<file path="config.mk">
export PLATFORM = sky130hd
export DESIGN_NAME = dht11_sched
export DESIGN_NICKNAME = d
export VERILOG_FILES = /design/src/rtl/dht11_pkg.sv /design/src/rtl/dht11_period_tick.sv /design/src/rtl/dht11_sched.sv
export SDC_FILE = /design/constraint.sdc
export NUM_CORES = 1
export LEC_CHECK = 0
export CAP_MARGIN = 20
export CELL_PAD_IN_SITES_DETAIL_PLACEMENT = 0
export CELL_PAD_IN_SITES_GLOBAL_PLACEMENT = 2
export CORE_MARGIN = 2
export CORE_UTILIZATION = 32
export CTS_BUF_LIST = sky130_fd_sc_hd__clkbuf_4 sky130_fd_sc_hd__clkbuf_8
export CTS_CLUSTER_DIAMETER = 30
export DETAILED_ROUTE_END_ITERATION = 8
export PLACE_DENSITY = 0.8
export SLEW_MARGIN = 20
export SYNTH_ARGS = -nofsm -noshare
export SYNTH_HDL_FRONTEND = slang
export SYNTH_SLANG_ARGS = --single-unit
</file>
<file path="constraint.sdc">
create_clock -name sys_clk_i -period 2.7 [get_ports sys_clk_i]
set_clock_uncertainty 0.15 [all_clocks]
set_input_delay 0.405 -clock sys_clk_i [delete_from_list [all_inputs] [get_ports sys_clk_i]]
set_output_delay 0.405 -clock sys_clk_i [all_outputs]
set_load 0.03 [all_outputs]
</file>
<file path="src/rtl/dht11_pkg.sv">
// Shared types for the DHT11 measurement scheduler: FSM encoding and rx_data field layout.
// Used by dht11_sched (optional DHT11_RETRY_EN build) and dht11_period_tick.
package dht11_pkg;

  typedef enum logic [1:0] {
    ST_IDLE  = 2'd0,
    ST_START = 2'd1,
    ST_WAIT  = 2'd2,
    ST_GAP   = 2'd3
  } state_e;

  // rx_data = {hum_int, hum_dec, temp_int, temp_dec}
  localparam int FIELD_W  = 16;
  localparam int HUM_LSB  = 16;
  localparam int TEMP_LSB = 0;

  localparam logic [7:0] ERR_CNT_MAX = 8'hFF;

  function automatic int max2(input int a, input int b);
    return (a > b) ? a : b;
  endfunction

endpackage

</file>
<file path="src/rtl/dht11_period_tick.sv">
// Free-running period counter with enable; emits a 1-cycle tick on the last count, then wraps.
// Disabling holds the count at zero so a fresh enable always yields a full period.
module dht11_period_tick
  import dht11_pkg::*;
#(
  parameter int PERIOD_CYC = 250_000_000
) (
  input  logic clk_i,
  input  logic rst_i,
  input  logic en_i,
  output logic tick_o
);

  localparam int CW = (PERIOD_CYC > 1) ? $clog2(PERIOD_CYC) : 1;
  localparam logic [CW-1:0] LAST = CW'(PERIOD_CYC - 1);

  logic [CW-1:0] cnt_q, cnt_d;

  always_comb begin
    cnt_d = cnt_q + CW'(1);
    if (!en_i || (cnt_q == LAST)) begin
      cnt_d = '0;
    end
  end

  always_ff @(posedge clk_i) begin
    if (rst_i) begin
      cnt_q <= '0;
    end else begin
      cnt_q <= cnt_d;
    end
  end

  assign tick_o = en_i && (cnt_q == LAST);

endmodule

</file>
<file path="src/rtl/dht11_sched.sv">
// DHT11 read scheduler: merges key/auto requests, enforces the inter-read gap, supervises
// each transaction with a timeout and latches good readings. Define DHT11_RETRY_EN for one silent retry.
module dht11_sched
  import dht11_pkg::*;
#(
  parameter int MIN_GAP_CYC     = 100_000_000,
  parameter int AUTO_PERIOD_CYC = 250_000_000,
  parameter int TIMEOUT_CYC     = 2_500_000
) (
  input  logic        sys_clk_i,
  input  logic        sys_rst_i,
  input  logic        key_i,
  input  logic        auto_en_i,
  input  logic        busy_i,
  input  logic        done_i,
  input  logic        chk_ok_i,
  input  logic [31:0] rx_data_i,
  output logic        start_o,
  output logic [15:0] hum_o,
  output logic [15:0] temp_o,
  output logic        data_vld_o,
  output logic        err_o,
  output logic [7:0]  err_cnt_o
);

  // One counter serves both the gap (GAP) and the timeout (WAIT); sized for the larger.
  localparam int CNT_W = $clog2(max2(MIN_GAP_CYC, TIMEOUT_CYC));
  localparam logic [CNT_W-1:0] GAP_LAST = CNT_W'(MIN_GAP_CYC - 1);
  localparam logic [CNT_W-1:0] TO_LAST  = CNT_W'(TIMEOUT_CYC - 1);

  state_e             state_q, state_d;
  logic [CNT_W-1:0]   cnt_q, cnt_d;
  logic               pend_q, pend_d;
  logic [FIELD_W-1:0] hum_q, hum_d;
  logic [FIELD_W-1:0] temp_q, temp_d;
  logic               vld_q, vld_d;
  logic               err_q, err_d;
  logic [7:0]         err_cnt_q, err_cnt_d;
  logic               auto_tick;
  logic               req;
  logic               fail;
`ifdef DHT11_RETRY_EN
  logic               retry_q, retry_d;
`endif

  dht11_period_tick #(
    .PERIOD_CYC(AUTO_PERIOD_CYC)
  ) u_auto_tick (
    .clk_i (sys_clk_i),
    .rst_i (sys_rst_i),
    .en_i  (auto_en_i),
    .tick_o(auto_tick)
  );

  assign req = key_i | auto_tick;

  always_comb begin
    state_d   = state_q;
    cnt_d     = cnt_q;
    pend_d    = pend_q | req;
    hum_d     = hum_q;
    temp_d    = temp_q;
    vld_d     = 1'b0;
    err_d     = err_q;
    err_cnt_d = err_cnt_q;
    fail      = 1'b0;
    start_o   = 1'b0;
`ifdef DHT11_RETRY_EN
    retry_d   = retry_q;
`endif

    case (state_q)
      ST_IDLE: begin
        if (pend_q && !busy_i) begin
          state_d = ST_START;
        end
      end
      ST_START: begin
        // Requests seen during the pulse cycle belong to the next transaction.
        start_o = 1'b1;
        pend_d  = req;
        cnt_d   = '0;
        state_d = ST_WAIT;
      end
      ST_WAIT: begin
        if (done_i) begin
          state_d = ST_GAP;
          cnt_d   = '0;
          if (chk_ok_i) begin
            hum_d  = rx_data_i[HUM_LSB +: FIELD_W];
            temp_d = rx_data_i[TEMP_LSB +: FIELD_W];
            vld_d  = 1'b1;
            err_d  = 1'b0;
`ifdef DHT11_RETRY_EN
            retry_d = 1'b0;
`endif
          end else begin
            fail = 1'b1;
          end
        end else if (cnt_q == TO_LAST) begin
          fail    = 1'b1;
          state_d = ST_GAP;
          cnt_d   = '0;
        end else begin
          cnt_d = cnt_q + CNT_W'(1);
        end
      end
      ST_GAP: begin
        if (cnt_q == GAP_LAST) begin
          state_d = ST_IDLE;
          cnt_d   = '0;
        end else begin
          cnt_d = cnt_q + CNT_W'(1);
        end
      end
      default: begin
        state_d = ST_GAP;
        cnt_d   = '0;
      end
    endcase

    if (fail) begin
`ifdef DHT11_RETRY_EN
      if (!retry_q) begin
        retry_d = 1'b1;
        pend_d  = 1'b1;
      end else begin
        retry_d = 1'b0;
        err_d   = 1'b1;
        if (err_cnt_q != ERR_CNT_MAX) err_cnt_d = err_cnt_q + 8'd1;
      end
`else
      err_d = 1'b1;
      if (err_cnt_q != ERR_CNT_MAX) err_cnt_d = err_cnt_q + 8'd1;
`endif
    end
  end

  always_ff @(posedge sys_clk_i) begin
    if (sys_rst_i) begin
      state_q   <= ST_GAP;
      cnt_q     <= '0;
      pend_q    <= 1'b0;
      hum_q     <= '0;
      temp_q    <= '0;
      vld_q     <= 1'b0;
      err_q     <= 1'b0;
      err_cnt_q <= '0;
`ifdef DHT11_RETRY_EN
      retry_q   <= 1'b0;
`endif
    end else begin
      state_q   <= state_d;
      cnt_q     <= cnt_d;
      pend_q    <= pend_d;
      hum_q     <= hum_d;
      temp_q    <= temp_d;
      vld_q     <= vld_d;
      err_q     <= err_d;
      err_cnt_q <= err_cnt_d;
`ifdef DHT11_RETRY_EN
      retry_q   <= retry_d;
`endif
    end
  end

  assign hum_o      = hum_q;
  assign temp_o     = temp_q;
  assign data_vld_o = vld_q;
  assign err_o      = err_q;
  assign err_cnt_o  = err_cnt_q;

endmodule

</file>
Word-level counts from Yosys, hierarchy flattened
Index checks and enable logic that the tools add are counted.
Widths: inputs -> output; s select.

cells by class
  add/sub/neg operators = 3
  mux-type cells = 20
  bitwise operators = 4
  equal/unequal tests = 10
  reduce and logical (&&, ||, !) cells = 16

operators by type and width
  operator               count
  $mux 27                3
  $pmux 27 s3            1
  $add 28x1->28 const B  1
  $eq 28x28->1 const B   1
  $add 27x1->27 const B  1
  $eq 27x22->1 const B   1
  $eq 27x27->1 const B   1
  $mux 1                 11
  $reduce_and 3->1       3
  $add 8x1->8 const B    1
  $mux 2                 4
  $ne 8x8->1 const B     1
  $pmux 2 s4             1
  $reduce_bool 2->1      3
  $eq 2x2->1 const B     2
  $ne 2x2->1 const B     2
  $ne 3x3->1 const B     1
  $reduce_bool 3->1      1
  $reduce_or 3->1        1
  $eq 2x1->1 const B     1
  $logic_and 1x1->1      2
  $logic_not 1->1        2
  $logic_not 2->1        1
  $not 1->1              2
  4 further kinds        5

word-level totals
  input bits = 39
  output and inout bits = 43
  bits in registers = 100

Longest topological paths before layout
Gate-level depths: netlist of the first run.

  word-level depth = 6
  depth in mapped cells = 8
  depth with buffers taken out = 7

Hierarchy
Synthesis of the first run repeated with hierarchy kept, for this count alone.

second synthesis, totals
  cells, all modules = 571
  area, all modules = 4890.9 um2

modules (own cells, without submodules)
  module             cells each  times used  area each (um2)
  dht11_sched        410         1           3414.5
  dht11_period_tick  161         1           1476.4

Worst setup path before layout of the first run
OpenSTA, ideal clock, no wires.

  path kind = register to register
  from = reg cnt_q[0]
  to = reg state_q[1]
  setup slack = 495 ps
  required time = 2428 ps
  data arrival time = 1933 ps
  period minus slack after synthesis = 2205 ps
  setup time = 122 ps
  path buffers = 0
  cell stages (with the launch flop) = 8
  cell sequence = dfxtp_1 ha_1 nand4_2 or2_2 o41ai_4 and2_1 a21oi_1 a311o_1

on the way
  cells in the longest elaborated chain, start to end = 3
  elaborated cells between the ends (all ways) = 5
  those cells by class = 4 x eq/ne; 1 x reduce/logical

ends and longest elaborated chain
  item                                                       line                                    RTL
  from (decl)                                                dht11_sched.sv:32                       logic [CNT_W-1:0] cnt_q, cnt_d;
  from (signal assigned)                                     dht11_sched.sv:154                      cnt_q <= cnt_d;
  $eq 27x22->1 / $eq 27x27->1 (equally long branches)        dht11_sched.sv:100, dht11_sched.sv:109
  $ne 3x3->1 (no line) / $ne 2x2->1 (equally long branches)  n/a
  $reduce_and 3->1 (no line) (*)                             n/a
  to (signal assigned)                                       dht11_sched.sv:153                      state_q <= state_d;
  to (decl)                                                  dht11_sched.sv:31                       state_e state_q, state_d;

Mark *: on every way between the ends. The rest lies on a longest branch, timed or not.
A chain may end at the register's enable or synchronous reset.

Worst setup path after layout of the first run
Same ends and word-level chain as after synthesis.

==> out/qor.csv, run 1 <==
stage,metric,value,unit
outcome,status,finished clean,
synthesis,yosys warns,0,
timing,Final min period,2.46,ns
place,I/O Buffers,81,
clocking,"Hold-fix buffers, CTS",0,
synthesis,Yosys reg bits,100,
timing,RSZ-0062 raised after global routing,no,
die,row count,43,
timing,max-slew violation count,0,
critical_path,Crit. End Element,register,
critical_path,CP cell instances,"ha_1, nand4_2, or2_2, o311ai_4, and2_1, a21oi_1, a311o_1",
critical_path,critical path launch point,cnt_q[0],
power_and_ir_drop,PD cells,583,nW/um^2
clocking,Worst-path clk slew,0.09,ns
synthesis,Post-synth EDFFs,0,
synthesis,synthesized area,4540,sq um
clocking,CTS root buffer,clkbuf_8,
layout,Filler Cells Inserted,1412,
critical_path,Setup crit end,state_q[1],
route,Vias/cell,4.89,
synthesis,ys flop type,dfxtp_1,
timing,Setup TNS,0,ns
power_and_ir_drop,worst ir drop on vdd,0.371,mV
grt,vias in the first global route,3813,
grt,first-pass GRT wire length,18900,um
critical_path,Crit path max-delay family,simple AND/OR/NAND/NOR gates,
clocking,CTS H-tree lvls,3,
route,WL/cell,14.2,um
timing,fmax,407,MHz
synthesis,top-area cell type share of the netlist area,44.1,%
clocking,Num CTS Buffers,9,
grt,total gr overflow,0,
route,Routed Antenna Nets,0,
grt,GRT Util Overall,15.8,%
critical_path,Critical Path AT,2.57,ns
route,first-pass iteration count of the detailed router,4,
critical_path,crit path max fanout,5,
die,starting density of the core,32.7,%
timing,final period utilization,91.1,%
timing,Worst Tran Pin Value,0.617,ns
synthesis,syn_area_per_cell,8.35,sq um
die,die area,15200,sq um
clocking,Clock Sinks,100,
route,Via Count,3954,
route,drt total wl,11500,um
clocking,"Clk Latency, worst-skew pair",0.37,ns
layout,Antenna Cells,0,
timing,relative slew slack,58.4,%
synthesis,Synth cell types,57,
place,post-detail-place hpwl,8060,um
timing,Final Hold Vio Count,0,
critical_path,r2r endpoint,state_q[1],
die,Die Y-Extent,123,um
synthesis,Synthesized Nets,591,
clocking,Post-CTS Setup Repair Bufs,0,
critical_path,CP bufs+invs,0,
grt,pin count of the biggest net entering global routing,48,
synthesis,Post-synth ARST share,0,%
critical_path,WP depth,7,
hold_path,Hold Crit Class,in2reg,
critical_path,Crit Reg-Reg Startpoint,cnt_q[0],
synthesis,"Seq/Total Area, Yosys",44.1,%
critical_path,R2R cell count,7,
critical_path,CP max stage cell,dfxtp_1,
layout,fraction of layout cells with a size suffix above 1,7.95,%
critical_path,crit start category,register,
route,# DRC,0,
die,Die X,123,um
layout,fin nets,672,
route,drt initial violations,311,
synthesis,dominant cells by area after synthesis,"dfxtp_1 44%, nand2_1 8.0%, a21oi_1 4.6%",
critical_path,Worst path max stage delay,0.39,ns
critical_path,Critical Path RT,2.81,ns
die,core area,13900,sq um
place,dpl ws,0.261,ns
place,RD Place Congestion,0.794,
synthesis,Post-Syn Instances,544,
critical_path,worst reg2reg setup slack,0.24,ns
grt,initial antenna violation count,0,
timing,Final Worst Setup Slack,0.240,ns
clocking,CTS tree,yes,
power_and_ir_drop,Static Leak,1.99,nW
run,max cap viols,0,
synthesis,post-synth top area cell,dfxtp_1,
clocking,Clock Tree Buf Depth,2,
critical_path,Setup Crit Path Kind,reg2reg,
die,Ports,82,
timing,count of final setup violators,0,
layout,P&R area growth vs syn,27.1,%
clocking,Post-CTS Resized,0,
## metal layers
metal,GRT usage (%),vias to the layer above,wire [um]
li1,-,2043,-
met1,20.7,1848,5460
met2,25.8,56,5520
met3,4.34,7,395
met4,4.05,0,102
met5,0,-,0
## cell usage in the layout (no fill, tap or decap), types with 2 or more instances in the layout
cell type        netlist  final
clkbuf_8               0      9
inv_1                 14     14
nand4_1               18     18
nor3_1                12     12
nand3_1               30     30
nor2b_1                3      3
and2_1                 8      8
nor2_1                54     54
a211o_1                2      2
bufinv_16              0      2
o311ai_0               2      2
or3_1                 11     11
a21o_1                 3      3
xor2_1                19     19
or2_2                  7      7
nor4b_1                3      3
and4_1                 3      3
nand2_1               97     97
nor4_1                 2      2
nand4_2                3      3
o21ai_0                8      8
and3_1                10     10
o31ai_1                8      8
xnor2_1               18     18
dfxtp_1              100    100
ha_1                   8      8
or4_1                  2      2
clkinv_2               0      2
a31oi_1                6      6
buf_4                  1     13
nor3b_1                3      3
a21oi_1               42     42
clkdlybuf4s50_1        0     80
## kinds of logic (layout without fill, tap and decap cells)
logic type                 after synthesis  count (layout)  synth area share, %
and+or+nand+nor                        277             277                 30.9
DFF                                    100             100                 44.1
AOI/OAI and AO/OA                       83              83                 12.0
buffers and inverters                   38             123                 3.47
xor gates and xnor gates                37              37                 7.13
adders and majority gates                8               8                 2.20
muxes                                    1               1                0.220
## cell usage after synthesis (all sizes together), types with 2 or more instances
cell	count
or4	2
inv	14
clkbuf	15
a31oi	6
dfxtp	100
a21oi	43
nor3	13
and2	9
buf	9
nand3	30
o31ai	8
o21ai	8
o41ai	2
nor3b	3
nor4	4
a21o	3
nor4b	5
and3	10
xor2	19
ha	8
o311ai	3
nor2	54
nand4	21
or2	7
nor2b	3
nand2	97
xnor2	18
a211o	2
or3	11
and4	3
## registers in the layout (all words and copies together) (netlist names)
signal	cells
state_q	2
u_auto_tick.cnt_q	28
err_o	1
pend_q	1
hum_o	16
cnt_q	27
data_vld_o	1
temp_o	16
err_cnt_o	8
## through the flow
step	hold slack [ns]	std cells	total power [mW]	util (%)	cell area, sq um
6_report	0.268	809	3.37	41.6	5780
5_1_grt	0.241	809	3.56	41.6	5780
4_1_cts	0.236	809	3.43	41.6	5780
3_5_place_dp	0.294	794	2.37	40.1	5570
3_3_place_gp	0.280	794	2.36	40.1	5570
2_1_floorplan	0.268	544	2.09	-	4540
## worst reg2reg max path: cells and delay by family (launching register included)
kind	cells	cell delay [ns]
AOI/OAI and AO/OA	3	0.74
DFF	1	0.39
adders and majority gates	1	0.23
and+or+nand+nor	3	0.84
## cell type report
type | count | area [sq um] | area share (%)
Timing Repair Buffer | 94 | 903 | 15.6
Sequential cell | 100 | 2000 | 34.7
Clock buffer | 10 | 131 | 2.27
Tap cell | 180 | 225 | 3.90
Inverter | 14 | 52.6 | 0.910
Multi-Input combinational cell | 406 | 2380 | 41.3
Clock inverter | 5 | 77.6 | 1.34
## power by group
group | internal, mW | switching, mW | total (mW) | leakage (nW)
clock network | 0.524 | 0.507 | 1.03 | 0.106
registers | 1.54 | 0.0447 | 1.58 | 0.808
logic | 0.301 | 0.456 | 0.757 | 1.07
## worst min-delay path by stage
stage                          from  slack, ns  cells after the start                   end
6_report                  sys_rst_i       0.27                      2              hum_o[1]
5_1_grt                   sys_rst_i       0.24                      2              hum_o[1]
4_1_cts                   sys_rst_i       0.24                      2                pend_q
3_5_place_dp   u_auto_tick.cnt_q[0]       0.29                      1  u_auto_tick.cnt_q[0]
3_3_place_gp   u_auto_tick.cnt_q[0]       0.28                      1  u_auto_tick.cnt_q[0]
2_1_floorplan  u_auto_tick.cnt_q[0]       0.27                      1  u_auto_tick.cnt_q[0]
Note: power is estimated with default switching activity, not from simulation.
==> inputs of run 2 (changes only) <==
- SLEW_MARGIN: 20 -> unset
- clock period: 2.7 -> 2.63 ns (I/O delays scaled with it)
==> run 2 against run 1 <==
Clock power is essentially flat. Global-route usage is 0.33 points lower. Register-to-register slack lost 0.08 ns. Critical path depth stayed put. Flip-flop and latch count unchanged. Fmax shrank 0.32%. Design area rose by 0.11%. Clock-buffer cell count is 1 higher. Critical path type unchanged. Highest routed layer unchanged.
==> out/qor.csv, run 2 (synthesis gave the netlist of run 1 again) <==
stage,metric,value,unit,change
timing,final period utilization,93.8,%,+2.7 points
critical_path,R2R cell count,7,,unchanged
critical_path,Worst path max stage delay,0.38,ns,about the same
layout,highest-count cells in the layout ignoring fill and taps,"100 x dfxtp_1, 97 x nand2_1, 80 x clkdlybuf4s50_1, 54 x nor2_1, 42 x a21oi_1",,
die,Die Y-Extent,123,um,unchanged
place,I/O Buffers,81,,unchanged
layout,Largest register FFs,28,,unchanged
route,Routed Antenna Nets,0,,unchanged
critical_path,Crit. End Element,register,,
die,row count,43,,unchanged
timing,Final Worst Setup Slack,0.162,ns,-0.0779 ns
power_and_ir_drop,Static Leak,1.99,nW,+0.34%
clocking,Clock Tree Buf Depth,2,,unchanged
power_and_ir_drop,Psw,1.04,mW,+3.0%
timing,Hold WS,0.275,ns,+0.00710 ns
route,Via Count,4021,,+1.7%
timing,Final Hold Vio Count,0,,unchanged
power_and_ir_drop,design internal power,2.37,mW,+0.51%
timing,count of final setup violators,0,,unchanged
power_and_ir_drop,switching share of power,30.4,%,+0.51 points
critical_path,Setup crit end,state_q[1],,
clocking,Worst-path clk slew,0.09,ns,about the same
die,die area,15200,sq um,unchanged
layout,fraction of layout cells with a size suffix above 1,8.10,%,+0.15 points
layout,largest register by flop count,u_auto_tick.cnt_q,,
power_and_ir_drop,worst ir drop on vdd,0.229,mV,-38%
run,max cap viols,0,,unchanged
timing,Setup TNS,0,ns,unchanged
place,post-detail-place hpwl,8260,um,+2.5%
timing,Final min period,2.47,ns,+0.00787 ns
critical_path,CP cell instances,"ha_1, nand4_2, or2_2, o41ai_4, and2_1, a21oi_1, a311o_1",,
critical_path,Crit Reg-Reg Startpoint,cnt_q[0],,
critical_path,r2r endpoint,state_q[1],,
timing,RSZ-0062 raised after global routing,no,,
die,Ports,82,,unchanged
route,first-pass iteration count of the detailed router,4,,unchanged
layout,Filler Cells Inserted,1450,,+2.7%
timing,relative slew slack,54.6,%,-3.8 points
grt,vias in the first global route,3688,,-3.3%
layout,"most common cell after layout, fill and taps aside",dfxtp_1,,
grt,total gr overflow,0,,unchanged
clocking,Num CTS Buffers,9,,unchanged
layout,fin nets,673,,+0.15%
place,RD Place Congestion,0.748,,-5.7%
timing,Worst Tran Pin Value,0.673,ns,+0.0561 ns
die,starting density of the core,32.7,%,unchanged
layout,P&R area growth vs syn,27.3,%,
clocking,"Hold-fix buffers, CTS",0,,unchanged
route,Vias/cell,4.96,,+1.6%
critical_path,critical path launch point,cnt_q[0],,
clocking,"Clk Latency, worst-skew pair",0.37,ns,about the same
grt,pin count of the biggest net entering global routing,46,,-4.2%
route,# DRC,0,,unchanged
die,core area,13900,sq um,unchanged
route,drt initial violations,261,,-16%
clocking,Clock Sinks,100,,unchanged
die,Die X,123,um,unchanged
power_and_ir_drop,Clk pwr share,29.5,%,-1.1 points
clocking,CTS H-tree lvls,3,,unchanged
clocking,CTS root buffer,clkbuf_8,,
route,top routing layer used,met4,,
critical_path,CP max stage cell,dfxtp_1,,
clocking,CTS tree,yes,,
critical_path,Critical Path RT,2.75,ns,-0.06 ns
critical_path,Critical Path AT,2.58,ns,about the same
critical_path,Setup Crit Path Kind,reg2reg,,
route,drt total wl,11500,um,+0.51%
route,WL/cell,14.2,um,+0.38%
place,dpl ws,0.157,ns,-0.104 ns
layout,registers with the most flip-flops,"u_auto_tick.cnt_q: 28 flops, cnt_q: 27 flops",,
critical_path,crit start category,register,,
power_and_ir_drop,Tot Pwr,3.41,mW,+1.3%
grt,first-pass GRT wire length,18500,um,-1.9%
critical_path,worst reg2reg setup slack,0.16,ns,-0.08 ns
power_and_ir_drop,Gate power share,23.0,%,+0.5 points
hold_path,Hold Crit Class,in2reg,,
route,metal3 WL,328,um,-17%
timing,max-slew violation count,0,,unchanged
power_and_ir_drop,Reg power frac,47.5,%,+0.6 points
critical_path,crit path max fanout,5,,unchanged
timing,fmax,405,MHz,-0.32%
route,DR WL met2,5610,um,+1.6%
outcome,status,finished clean,,
grt,initial antenna violation count,0,,unchanged
route,met1 WL,5520,um,+1.2%
grt,GRT Util Overall,15.5,%,-0.33 points
layout,Antenna Cells,0,,unchanged
power_and_ir_drop,PD cells,590,nW/um^2,+1.1%
## run 2: final cells by class
| cell class | instances | area, sq um | share of cell area [%] |
|---|---|---|---|
| Multi-Input combinational cell | 406 | 2390 | 41.4 |
| Sequential cell | 100 | 2000 | 34.6 |
| Timing Repair Buffer | 95 | 911 | 15.8 |
| Tap cell | 180 | 225 | 3.90 |
| Clock buffer | 11 | 151 | 2.62 |
| Inverter | 14 | 52.6 | 0.909 |
| Clock inverter | 4 | 48.8 | 0.844 |
## run 2: metrics by stage
stage | cells | utilization (%) | cell area, sq um
floorplan | 544 | - | 4540
global placement | 795 | 40.2 | 5570
detailed placement | 795 | 40.2 | 5570
CTS | 810 | 41.6 | 5770
global route | 810 | 41.7 | 5780
finish | 810 | 41.7 | 5780
## run 2: power by group through the flow
stage	sequential [mW]	clock, mW	combinational [mW]
after CTS	1.62	1.06	0.785
after global placement	1.65	0	0.775
after global routing	1.63	1.11	0.859
after floorplan	1.71	0	0.431
final	1.62	1.01	0.784
after detailed placement	1.66	0	0.780
## run 2: critical path: cells and delay by family (launching register included)
family | cells | cell delay [ns]
AO/OA/AOI/OAI | 3 | 0.77
adder cells (fa/ha/maj) | 1 | 0.22
flip-flops | 1 | 0.38
AND/OR/NAND/NOR | 3 | 0.85
## run 2: routing by layer
| metal | up-vias | GRT usage [%] |
|---|---|---|
| li1 | 2040 | - |
| met1 | 1919 | 20.5 |
| met2 | 56 | 25.3 |
| met3 | 6 | 3.60 |
| met4 | 0 | 4.47 |
| met5 | - | 0 |
## run 2: worst min path at each step
stage | startpoint | end | cells after the start | slack (ns)
CTS | sys_rst_i | err_cnt_o[2] | 2 | 0.25
detailed placement | u_auto_tick.cnt_q[0] | u_auto_tick.cnt_q[0] | 1 | 0.29
global placement | u_auto_tick.cnt_q[0] | u_auto_tick.cnt_q[0] | 1 | 0.28
floorplan | u_auto_tick.cnt_q[0] | u_auto_tick.cnt_q[0] | 1 | 0.27
finish | sys_rst_i | pend_q | 2 | 0.28
global route | sys_rst_i | pend_q | 2 | 0.28
## run 2: what timing repair did
action                     4_1_cts  5_1_grt
setup endpoints to repair        0        5
setup buffers                    0        0
gates resized for setup          0        1
